## src/rtl/ddrphy_pwrseq_pkg.sv

```systemverilog
// Shared types and default timing for the LPDDR5 PHY power/reset sequencer.
package ddrphy_pwrseq_pkg;

    localparam int unsigned CntWDef   = 16;
    localparam int unsigned TSupDef   = 8;
    localparam int unsigned TPwrokDef = 64;
    localparam int unsigned TRstDef   = 128;
    localparam int unsigned TApbDef   = 16;

    typedef enum logic [3:0] {
        StOff   = 4'd0,
        StVaa   = 4'd1,
        StVdd   = 4'd2,
        StVddq  = 4'd3,
        StPwrok = 4'd4,
        StRel   = 4'd5,
        StRun   = 4'd6,
        StWApb  = 4'd7,
        StWRst  = 4'd8,
        StREnt  = 4'd9,
        StRet   = 4'd10,
        StPdn   = 4'd11
    } state_e;

    typedef struct packed {
        logic vaa_en;
        logic vdd_en;
        logic vddq_en;
        logic pwrok;
        logic presetn;
        logic dfi_reset_n;
        logic phy_reset;
        logic retention;
        logic clk_en;
        logic busy;
        logic done;
    } pwr_out_t;

    localparam pwr_out_t PwrOutRst = '{
        vaa_en:      1'b0,
        vdd_en:      1'b0,
        vddq_en:     1'b0,
        pwrok:       1'b0,
        presetn:     1'b1,
        dfi_reset_n: 1'b0,
        phy_reset:   1'b1,
        retention:   1'b0,
        clk_en:      1'b0,
        busy:        1'b0,
        done:        1'b0
    };

    // Stable states are the only ones that accept requests.
    function automatic logic is_stable(state_e s);
        return (s == StOff) || (s == StRun) || (s == StRet);
    endfunction

endpackage

```

## src/rtl/ddrphy_seq_timer.sv

```systemverilog
// Loadable down-counter shared by all sequencer states; saturates at zero.
module ddrphy_seq_timer #(
    parameter int unsigned CNT_W = 16
) (
    input  logic             clk_i,
    input  logic             rst_i,
    input  logic             load_i,
    input  logic [CNT_W-1:0] load_val_i,
    output logic             zero_o
);

    logic [CNT_W-1:0] cnt_q, cnt_d;

    always_comb begin
        cnt_d = cnt_q;
        if (load_i) begin
            cnt_d = load_val_i;
        end else if (cnt_q != '0) begin
            cnt_d = cnt_q - CNT_W'(1);
        end
    end

    always_ff @(posedge clk_i) begin
        if (rst_i) begin
            cnt_q <= '0;
        end else begin
            cnt_q <= cnt_d;
        end
    end

    assign zero_o = (cnt_q == '0);

endmodule

```

## src/rtl/ddrphy_pwr_rst_seq.sv

```systemverilog
// Power/reset sequencer for the LPDDR5 PHY: cold up, warm reset, retention and power-down,
// with all outputs registered from the next state.
module ddrphy_pwr_rst_seq
    import ddrphy_pwrseq_pkg::*;
#(
    parameter int unsigned CNT_W   = CntWDef,
    parameter int unsigned T_SUP   = TSupDef,
    parameter int unsigned T_PWROK = TPwrokDef,
    parameter int unsigned T_RST   = TRstDef,
    parameter int unsigned T_APB   = TApbDef
) (
    input  logic       apb_clk,
    input  logic       reset,
    input  logic       pwr_up_req,
    input  logic       warm_rst_req,
    input  logic       ret_enter_req,
    input  logic       ret_exit_req,
    input  logic       pwr_dn_req,
    output logic       vaa_en,
    output logic       vdd_en,
    output logic       vddq_en,
    output logic       pwrok_out,
    output logic       presetn_out,
    output logic       dfi_reset_n_out,
    output logic       phy_reset_out,
    output logic       retention_out,
    output logic       clk_en,
    output logic       busy,
    output logic       done,
    output logic [3:0] state_o
);

    localparam logic [63:0] TMax = (64'd1 << CNT_W) - 64'd1;

    if (CNT_W < 1 || CNT_W > 32) begin : g_bad_cnt_w
        $error("CNT_W must be in [1, 32]");
    end
    if (T_SUP < 1 || 64'(T_SUP) > TMax) begin : g_bad_t_sup
        $error("T_SUP out of range for CNT_W");
    end
    if (T_PWROK < 1 || 64'(T_PWROK) > TMax) begin : g_bad_t_pwrok
        $error("T_PWROK out of range for CNT_W");
    end
    if (T_RST < 1 || 64'(T_RST) > TMax) begin : g_bad_t_rst
        $error("T_RST out of range for CNT_W");
    end
    if (T_APB < 1 || 64'(T_APB) > TMax) begin : g_bad_t_apb
        $error("T_APB out of range for CNT_W");
    end

    state_e   state_q, state_d;
    pwr_out_t out_q, out_d;
    logic     ret_path_q, ret_path_d;
    logic     tmr_load, tmr_zero;
    logic [CNT_W-1:0] tmr_val;

    // Timer is reloaded with duration-1 so each timed state lasts exactly its duration.
    function automatic logic [CNT_W-1:0] dur_m1(state_e s);
        case (s)
            StVaa, StVdd, StREnt:  dur_m1 = CNT_W'(T_SUP - 1);
            StVddq:                dur_m1 = CNT_W'(T_PWROK - 1);
            StPwrok, StWRst, StPdn: dur_m1 = CNT_W'(T_RST - 1);
            StRel, StWApb:         dur_m1 = CNT_W'(T_APB - 1);
            default:               dur_m1 = '0;
        endcase
    endfunction

    assign tmr_load = (state_d != state_q);
    assign tmr_val  = dur_m1(state_d);

    ddrphy_seq_timer #(
        .CNT_W (CNT_W)
    ) u_timer (
        .clk_i      (apb_clk),
        .rst_i      (reset),
        .load_i     (tmr_load),
        .load_val_i (tmr_val),
        .zero_o     (tmr_zero)
    );

    always_comb begin
        state_d = state_q;
        case (state_q)
            StOff:   if (pwr_up_req) state_d = StVaa;
            StVaa:   if (tmr_zero) state_d = StVdd;
            StVdd:   if (tmr_zero) state_d = StVddq;
            StVddq:  if (tmr_zero) state_d = StPwrok;
            StPwrok: if (tmr_zero) state_d = StRel;
            StRel:   if (tmr_zero) state_d = StRun;
            StRun: begin
                if (pwr_dn_req) begin
                    state_d = StPdn;
                end else if (ret_enter_req) begin
                    state_d = StREnt;
                end else if (warm_rst_req) begin
                    state_d = StWApb;
                end
            end
            StWApb:  if (tmr_zero) state_d = StWRst;
            StWRst:  if (tmr_zero) state_d = StRel;
            StREnt:  if (tmr_zero) state_d = StRet;
            StRet: begin
                if (pwr_dn_req) begin
                    state_d = StPdn;
                end else if (ret_exit_req) begin
                    state_d = StVdd;
                end
            end
            StPdn:   if (tmr_zero) state_d = StOff;
            default: state_d = StOff;
        endcase
    end

    always_comb begin
        ret_path_d = ret_path_q;
        if (state_q == StRet && state_d == StVdd) begin
            ret_path_d = 1'b1;
        end else if (state_d == StRun || state_d == StOff) begin
            ret_path_d = 1'b0;
        end

        out_d             = PwrOutRst;
        out_d.vaa_en      = (state_d != StOff);
        out_d.vdd_en      = state_d inside {StVdd, StVddq, StPwrok, StRel, StRun, StWApb, StWRst,
                                            StREnt};
        out_d.vddq_en     = state_d inside {StVddq, StPwrok, StRel, StRun, StWApb, StWRst, StREnt};
        out_d.pwrok       = state_d inside {StPwrok, StRel, StRun, StWApb, StWRst, StREnt};
        out_d.clk_en      = state_d inside {StVddq, StPwrok, StRel, StRun, StWApb, StWRst, StPdn};
        out_d.presetn     = !(state_d inside {StVddq, StPwrok, StRel, StWApb, StWRst});
        out_d.dfi_reset_n = state_d inside {StRel, StRun, StWApb, StWRst, StREnt};
        out_d.phy_reset   = !(state_d inside {StRel, StRun, StWApb, StREnt});
        // On retention exit the pads stay latched until the PHY is fully back in RUN.
        out_d.retention   = (state_d inside {StREnt, StRet}) ||
                            (ret_path_d && (state_d inside {StVdd, StVddq, StPwrok, StRel}));
        if (state_d == StPdn) begin
            out_d.vaa_en  = out_q.vaa_en;
            out_d.vdd_en  = out_q.vdd_en;
            out_d.vddq_en = out_q.vddq_en;
        end
        out_d.busy = !is_stable(state_d);
        out_d.done = is_stable(state_d) && (state_d != state_q);
    end

    always_ff @(posedge apb_clk) begin
        if (reset) begin
            state_q    <= StOff;
            out_q      <= PwrOutRst;
            ret_path_q <= 1'b0;
        end else begin
            state_q    <= state_d;
            out_q      <= out_d;
            ret_path_q <= ret_path_d;
        end
    end

    assign vaa_en          = out_q.vaa_en;
    assign vdd_en          = out_q.vdd_en;
    assign vddq_en         = out_q.vddq_en;
    assign pwrok_out       = out_q.pwrok;
    assign presetn_out     = out_q.presetn;
    assign dfi_reset_n_out = out_q.dfi_reset_n;
    assign phy_reset_out   = out_q.phy_reset;
    assign retention_out   = out_q.retention;
    assign clk_en          = out_q.clk_en;
    assign busy            = out_q.busy;
    assign done            = out_q.done;
    assign state_o         = state_q;

endmodule

```

## config.mk

```make
export PLATFORM = sky130hd
export DESIGN_NAME = ddrphy_pwr_rst_seq
export DESIGN_NICKNAME = d
export VERILOG_FILES = /design/src/rtl/ddrphy_pwrseq_pkg.sv /design/src/rtl/ddrphy_seq_timer.sv /design/src/rtl/ddrphy_pwr_rst_seq.sv
export SDC_FILE = /design/constraint.sdc
export NUM_CORES = 1
export LEC_CHECK = 0
export BUFFER_PORTS_ARGS = -buffer_cell sky130_fd_sc_hd__buf_2
export CORE_UTILIZATION = 40
export DETAILED_ROUTE_END_ITERATION = 7
export PLACE_DENSITY = 0.6
export SYNTH_ARGS = -nofsm -noshare
export SYNTH_HDL_FRONTEND = slang
export SYNTH_SLANG_ARGS = --single-unit
```

## constraint.sdc

```tcl
create_clock -name apb_clk -period 5 [get_ports apb_clk]
set_input_delay 0.25 -clock apb_clk [delete_from_list [all_inputs] [get_ports apb_clk]]
set_output_delay 0.25 -clock apb_clk [all_outputs]
set_load 0.05 [all_outputs]
```

======== Yosys cells after proc, flatten, opt, wreduce, memory -nomap -nowiden ========
Memories as Yosys holds them, arrays and structs flattened.
Index checks and enable logic that the tools add are counted.
cells by class
  add/sub/neg operators ................... 1
  eq/ne operators ......................... 22
  multiplexer cells ....................... 19
  reductions and logical operators ........ 25
operators by type and width
  operator                                              count
  two-way mux 4 bit                                     14
  case mux 4 bit (11 select lines)                      1
  equality test 4 x 3 -> 1 bit (second input constant)  8
  equality test 4 bit (second input constant)           8
  two-way mux 16 bit                                    2
  equality test 4 x 2 -> 1 bit (second input constant)  4
  logical NOT 16 bit                                    1
  nonzero test 16 bit                                   1
  subtractor 16 x 1 -> 16 bit (second input constant)   1
  nonzero test 7 bit                                    2
  nonzero test 4 bit                                    3
  nonzero test 5 bit                                    2
  logical NOT 4 bit                                     2
  nonzero test 8 bit                                    1
  nonzero test 6 bit                                    1
  equality test 4 x 1 -> 1 bit (second input constant)  1
  inequality test 4 bit                                 1
  nonzero test 2 bit                                    2
  logical AND 1 bit                                     3
  logical NOT 1 bit                                     3
  logical OR 1 bit                                      3
  two-way mux 1 bit                                     2
  OR reduction 2 bit                                    1
word-level totals
  flip-flop bits (word level) ............. 32
  ROM bits ................................ 112
  memories kept ........................... 1
memory list
  memory           depth  bits a word  read ports  clocked after memory_dff  wr ports  RTL line                  text
  (no name shown)  16     7            1           0                         0         ddrphy_pwr_rst_seq.sv:59  case (s)

======== Depth between registers and ports, before layout ========
  word-level depth ........................ 10
  mapped depth ............................ 14
  gate-level depth less buffers ........... 12

======== By module ========
From an unflattened synthesis, not the netlist that was laid out.
unflattened totals
  cell total of the unflattened synthesis .. 241
  area, all modules ....................... 1941.9 um^2
modules (own cells, without submodules)
  module              times used  cells an instance  area an instance (um^2)  sequential area each (um^2)
  ddrphy_pwr_rst_seq  1           129                1039.7                   320.3
  ddrphy_seq_timer    1           112                902.1                    320.3

======== Worst setup path before layout ========
Ideal clock, no wire load.
  path type ............................... flip-flop to flip-flop
  start ................................... register state_q[1], in the netlist state_o[1]
  end ..................................... register out_q (netlist bit vdd_en)
  arrival time ............................ 2.756 ns
  path slack .............................. 2.112 ns
  stages on the path, launching flop included .. 11
  buffers on the path ..................... 2
  cell sequence ........................... dfxtp_1 clkbuf_1 nor3b_1 a31oi_1 o21ai_0 o31ai_1 inv_1 ha_1 buf_2 a2111oi_0 nor3b_1
on the way
  elaborated cells between the ends (all ways) .. 38
RTL lines
  element                                                              RTL line                   text
  from (decl)                                                          ddrphy_pwr_rst_seq.sv:51   state_e state_q, state_d;
  from (signal assigned)                                               ddrphy_pwr_rst_seq.sv:146  state_q <= StOff;
  from (signal assigned)                                               ddrphy_pwr_rst_seq.sv:150  state_q <= state_d;
  equality test 4 bit or equality test 4 x 3 -> 1 bit (tied branches)  ddrphy_pwr_rst_seq.sv:83   case (state_q)
  OR reduction 2 bit (no source line)                                  --
  case mux 4 bit (11 select lines) (*)                                 ddrphy_pwr_rst_seq.sv:83
  via state_d[0]                                                       ddrphy_pwr_rst_seq.sv:51
  equality test 4 x 2 -> 1 bit, or another cell as far along           ddrphy_pwr_rst_seq.sv:124  out_d.vdd_en = state_d inside {StVdd, StVddq, StPwrok, StRel, StRun, StWApb, StWRst,
  nonzero test 8 bit                                                   ddrphy_pwr_rst_seq.sv:124
  to (signal assigned)                                                 ddrphy_pwr_rst_seq.sv:147  out_q <= PwrOutRst;
  to (signal assigned)                                                 ddrphy_pwr_rst_seq.sv:151  out_q <= out_d;
  to (decl)                                                            ddrphy_pwr_rst_seq.sv:52   pwr_out_t out_q, out_d;
The timed path passes the listed nets; every way through them passes the cells marked *.
A chain may end at the register's enable or synchronous reset.

======== Final worst setup path ========
  start ................................... register u_timer.cnt_q[0]
  end ..................................... register out_q (netlist bit phy_reset_out)
on the way
  word-level cells in the longest chain between the ends .. 6
  elaborated cells between the ends (all ways) .. 16
RTL lines
  element                                                              RTL line                   text
  from (decl)                                                          ddrphy_seq_timer.sv:12     logic [CNT_W-1:0] cnt_q, cnt_d;
  from (signal assigned)                                               ddrphy_seq_timer.sv:27     cnt_q <= cnt_d;
  logical NOT 16 bit (*)                                               ddrphy_seq_timer.sv:31     assign zero_o = (cnt_q == '0);
  two-way mux 4 bit, or another cell as far along                      ddrphy_pwr_rst_seq.sv:109  StPdn: if (tmr_zero) state_d = StOff;
  case mux 4 bit (11 select lines) (*)                                 ddrphy_pwr_rst_seq.sv:83
  via state_d[1]                                                       ddrphy_pwr_rst_seq.sv:51
  equality test 4 x 3 -> 1 bit or equality test 4 bit (tied branches)  ddrphy_pwr_rst_seq.sv:131  out_d.phy_reset = !(state_d inside {StRel, StRun, StWApb, StREnt});
  nonzero test 4 bit (*)                                               ddrphy_pwr_rst_seq.sv:131
  logical NOT 1 bit (*)                                                ddrphy_pwr_rst_seq.sv:131
Marked as above.

==> results.toml <==
[global_routing]
grt_pass1_wl_um = 6840
gr-total-overflow = 0
grtUsageTotal = 0.173
antenna_found_initial = 0
grt_pass1_vias = 1490
grt_start_max_net_pins = 19

[finish]
layout.nets = 248
largest_reg_flops = 16
syn_to_final_growth_pct = 11.6
utilization = 0.471
drive_gt1_frac = 0.178
num_antenna_cells = 0
regMostFlops = "u_timer.cnt_q"

[setup_path]
cp_max_fo = 9
crit_path_start_kind = "register"
worstRegToRegCells = 12
slowest_delay_ns = 0.50
cpMaxStageDelayCell = "and4_1"
cp.arrival_ns = 3.20
r2r_setup_slack_ns = 1.97
r2r-start = "u_timer.cnt_q[0]"
rr_endpoint = "phy_reset_out"
worstPathCellList = "inv_1 -> ha_1 -> nor3b_2 -> and4_1 -> a21o_1 -> o211ai_1 -> inv_1 -> ha_1 -> nor2_1 -> nor2_1 -> a21oi_1 -> or2_2"
critical_path_class = "register to register"
worstSetupEndpointType = "register"
cp_data_required_time_ns = 5.17

[clocking]
worst_skew_pair.late_latency_ns = 0.28
postCtsResizedCells = 0
clkTransAtPathRegs_ns = 0.07
cts_buffers = 5
ctsHoldBuffers = 0
cts_tree = "yes"
clk_path_buf_depth = 2
htree_num_levels = 2
cts_num_sinks = 32
root_buffer = "clkbuf_8"
post_cts_buffers = 0

[sta]
fin_crit_ns = 3.03
fin_skew_ns = 0.00267
setup_viol = 0
final-max-slew-violation-count = 0
fin_tns_setup_ns = 0
fmax_mhz = 330
rsz0062_at_grt = "false"
maxSlewHeadroom = 0.434
fin_crit_sh = 0.606
max_slew.worst_pin.slew_ns = 0.849
final_hold_viol_count = 0

[yosys]
syn_inst = 218
netlist.area_leader.share = 0.344
synthesis.nets = 231
synth_seq_cells = 32
yosysWarningCount = 0
synth_top_area_cell = "dfxtp_1"
async_reset_ff_frac = 0
yosys.cell_types.count = 55
syn-cell-area_um2 = 1860
synth_commonest_cells = "nor2_1 (36), dfxtp_1 (32), a21oi_1 (13)"
yosysSeqAreaShare = 0.344
synth_edf_count = 0
yosysMostFrequentCell = "nor2_1"
syn_area_per_cell_um2 = 8.54
yosys_most_used_dff = "dfxtp_1"
synth.area.top_cells = "dfxtp_1 (34%), nor2_1 (7.3%), xnor2_1 (4.7%), ha_1 (4.0%), a21oi_1 (3.5%)"

[routing]
drt_iter0_drc = 64
vias = 1587
vias_per_cell = 5.51
wirelength_um = 3950
drt-pass1-iter-count = 4
avgRoutedWirePerCell_um = 13.7
antenna_left = 0
drc = 0

[placement]
gp_congestion = 0.906
dp_hpwl_um = 2750
port-buffer-count = 21

[pwr]
powerDensity_nw_per_um2 = 708
p_total_w = 0.00147
ir_drop_mv = 0.325
p_sw_w = 0.000665
comb_power_share = 0.542
p_leak_nw = 0.849
power_frac_clock = 0.165
seq_power_share = 0.292
cell_internal_pwr_w = 0.000807
switching_share = 0.452

[floorplan]
fp-row-count = 24
die_w_um = 70.2
ios = 22
start_util = 0.422
die_height_um = 70.2
dieArea_um2 = 4930
core_area_um2 = 4410

[flow_run]
cap_violations = 0

[worst_hold_path]
min-delay-start = "reset"
holdPathEnd = "clk_en"
whs_path_depth = 2
hp-class = "input port to register"

[outcome]
outcome = "finished clean"
## placed cells by master (no fill, tap or decap), types with 2 or more instances in the layout
master,Yosys,final
nand3_1,2,2
o221ai_1,3,3
or3_1,3,3
xnor2_1,10,10
nor2b_1,2,2
nor3_1,6,6
dfxtp_1,32,32
o21ai_0,11,11
o21bai_1,5,5
or2_2,3,3
nand2_1,7,7
ha_1,6,6
xor2_1,6,6
and2_1,2,2
o31ai_1,3,3
nor3b_1,4,4
o211ai_1,3,3
o21a_1,3,3
nor4_2,2,2
inv_1,7,7
nand2b_1,3,3
nor2_1,36,36
and4_1,3,3
and2b_1,2,2
nand3b_1,4,4
buf_2,1,21
clkbuf_8,0,5
or4_1,2,2
a21oi_1,13,13
## worst max-delay path by stage
| stage | from | to |
|---|---|---|
| 3_3_place_gp | state_o[3] | vdd_en |
| 6_report | u_timer.cnt_q[0] | phy_reset_out |
| 4_1_cts | u_timer.cnt_q[0] | phy_reset_out |
| 5_1_grt | u_timer.cnt_q[0] | phy_reset_out |
| 3_5_place_dp | u_timer.cnt_q[0] | phy_reset_out |
| 2_1_floorplan | state_o[1] | vdd_en |
## worst max-delay path, delay by kind of cell (launching register included)
kind,cells,cell delay [ns]
buffers and inverters,2,0.23
AO/OA/AOI/OAI,3,0.46
adder cells (fa/ha/maj),2,0.56
AND/OR/NAND/NOR,5,1.36
flip-flops,1,0.31
## cell families (layout without fill, tap and decap cells)
kind of cell    Yosys count  after routing  share of synthesized area
simple gates             88             88                      0.273
compound gates           57             57                      0.215
flops                    32             32                      0.344
buf+inv                  18             36                     0.0470
xor+xnor                 16             16                     0.0753
fa+ha+maj                 6              6                     0.0403
mux                       1              1                    0.00538
## layer usage
metal	wire, um	up-vias	global-route usage	share of wire
met5	0	-	0	0
met4	39	0	0.0467	0.0099
met3	99	5	0.0390	0.025
met2	1920	23	0.285	0.49
met1	1890	742	0.228	0.48
li1	-	817	-	-
## through the flow
step                cells  setup WS (ns)  hold WS, ns  cell area [um^2]
detailed placement    280           2.06        0.489              1970
finish                288           1.97        0.330              2080
global route          288           1.66        0.343              2080
floorplan             218           2.11        0.499              1860
CTS                   288           2.00        0.329              2080
global placement      280           2.04        0.482              1970
## power by group through the flow
| stage | sequential [W] | combinational (W) | clock [W] |
|---|---|---|---|
| after floorplan | 0.000491 | 0.000607 | 0 |
| after global placement | 0.000434 | 0.000798 | 0 |
| after detailed placement | 0.000436 | 0.000794 | 0 |
| after CTS | 0.000430 | 0.000802 | 0.000249 |
| after global routing | 0.000443 | 0.000892 | 0.000259 |
| final | 0.000430 | 0.000798 | 0.000243 |
## final cells by class
| cell class | instances | area [um^2] |
|---|---|---|
| clock buffer | 6 | 72.6 |
| clock inverter | 2 | 35.0 |
| fill | 436 | 2340 |
| inverter | 7 | 26.3 |
| multi-input combinational | 168 | 1130 |
| sequential | 32 | 641 |
| tap | 52 | 65.1 |
| timing repair buffer | 21 | 105 |
No activity file was read; power rests on OpenSTA's default activity.
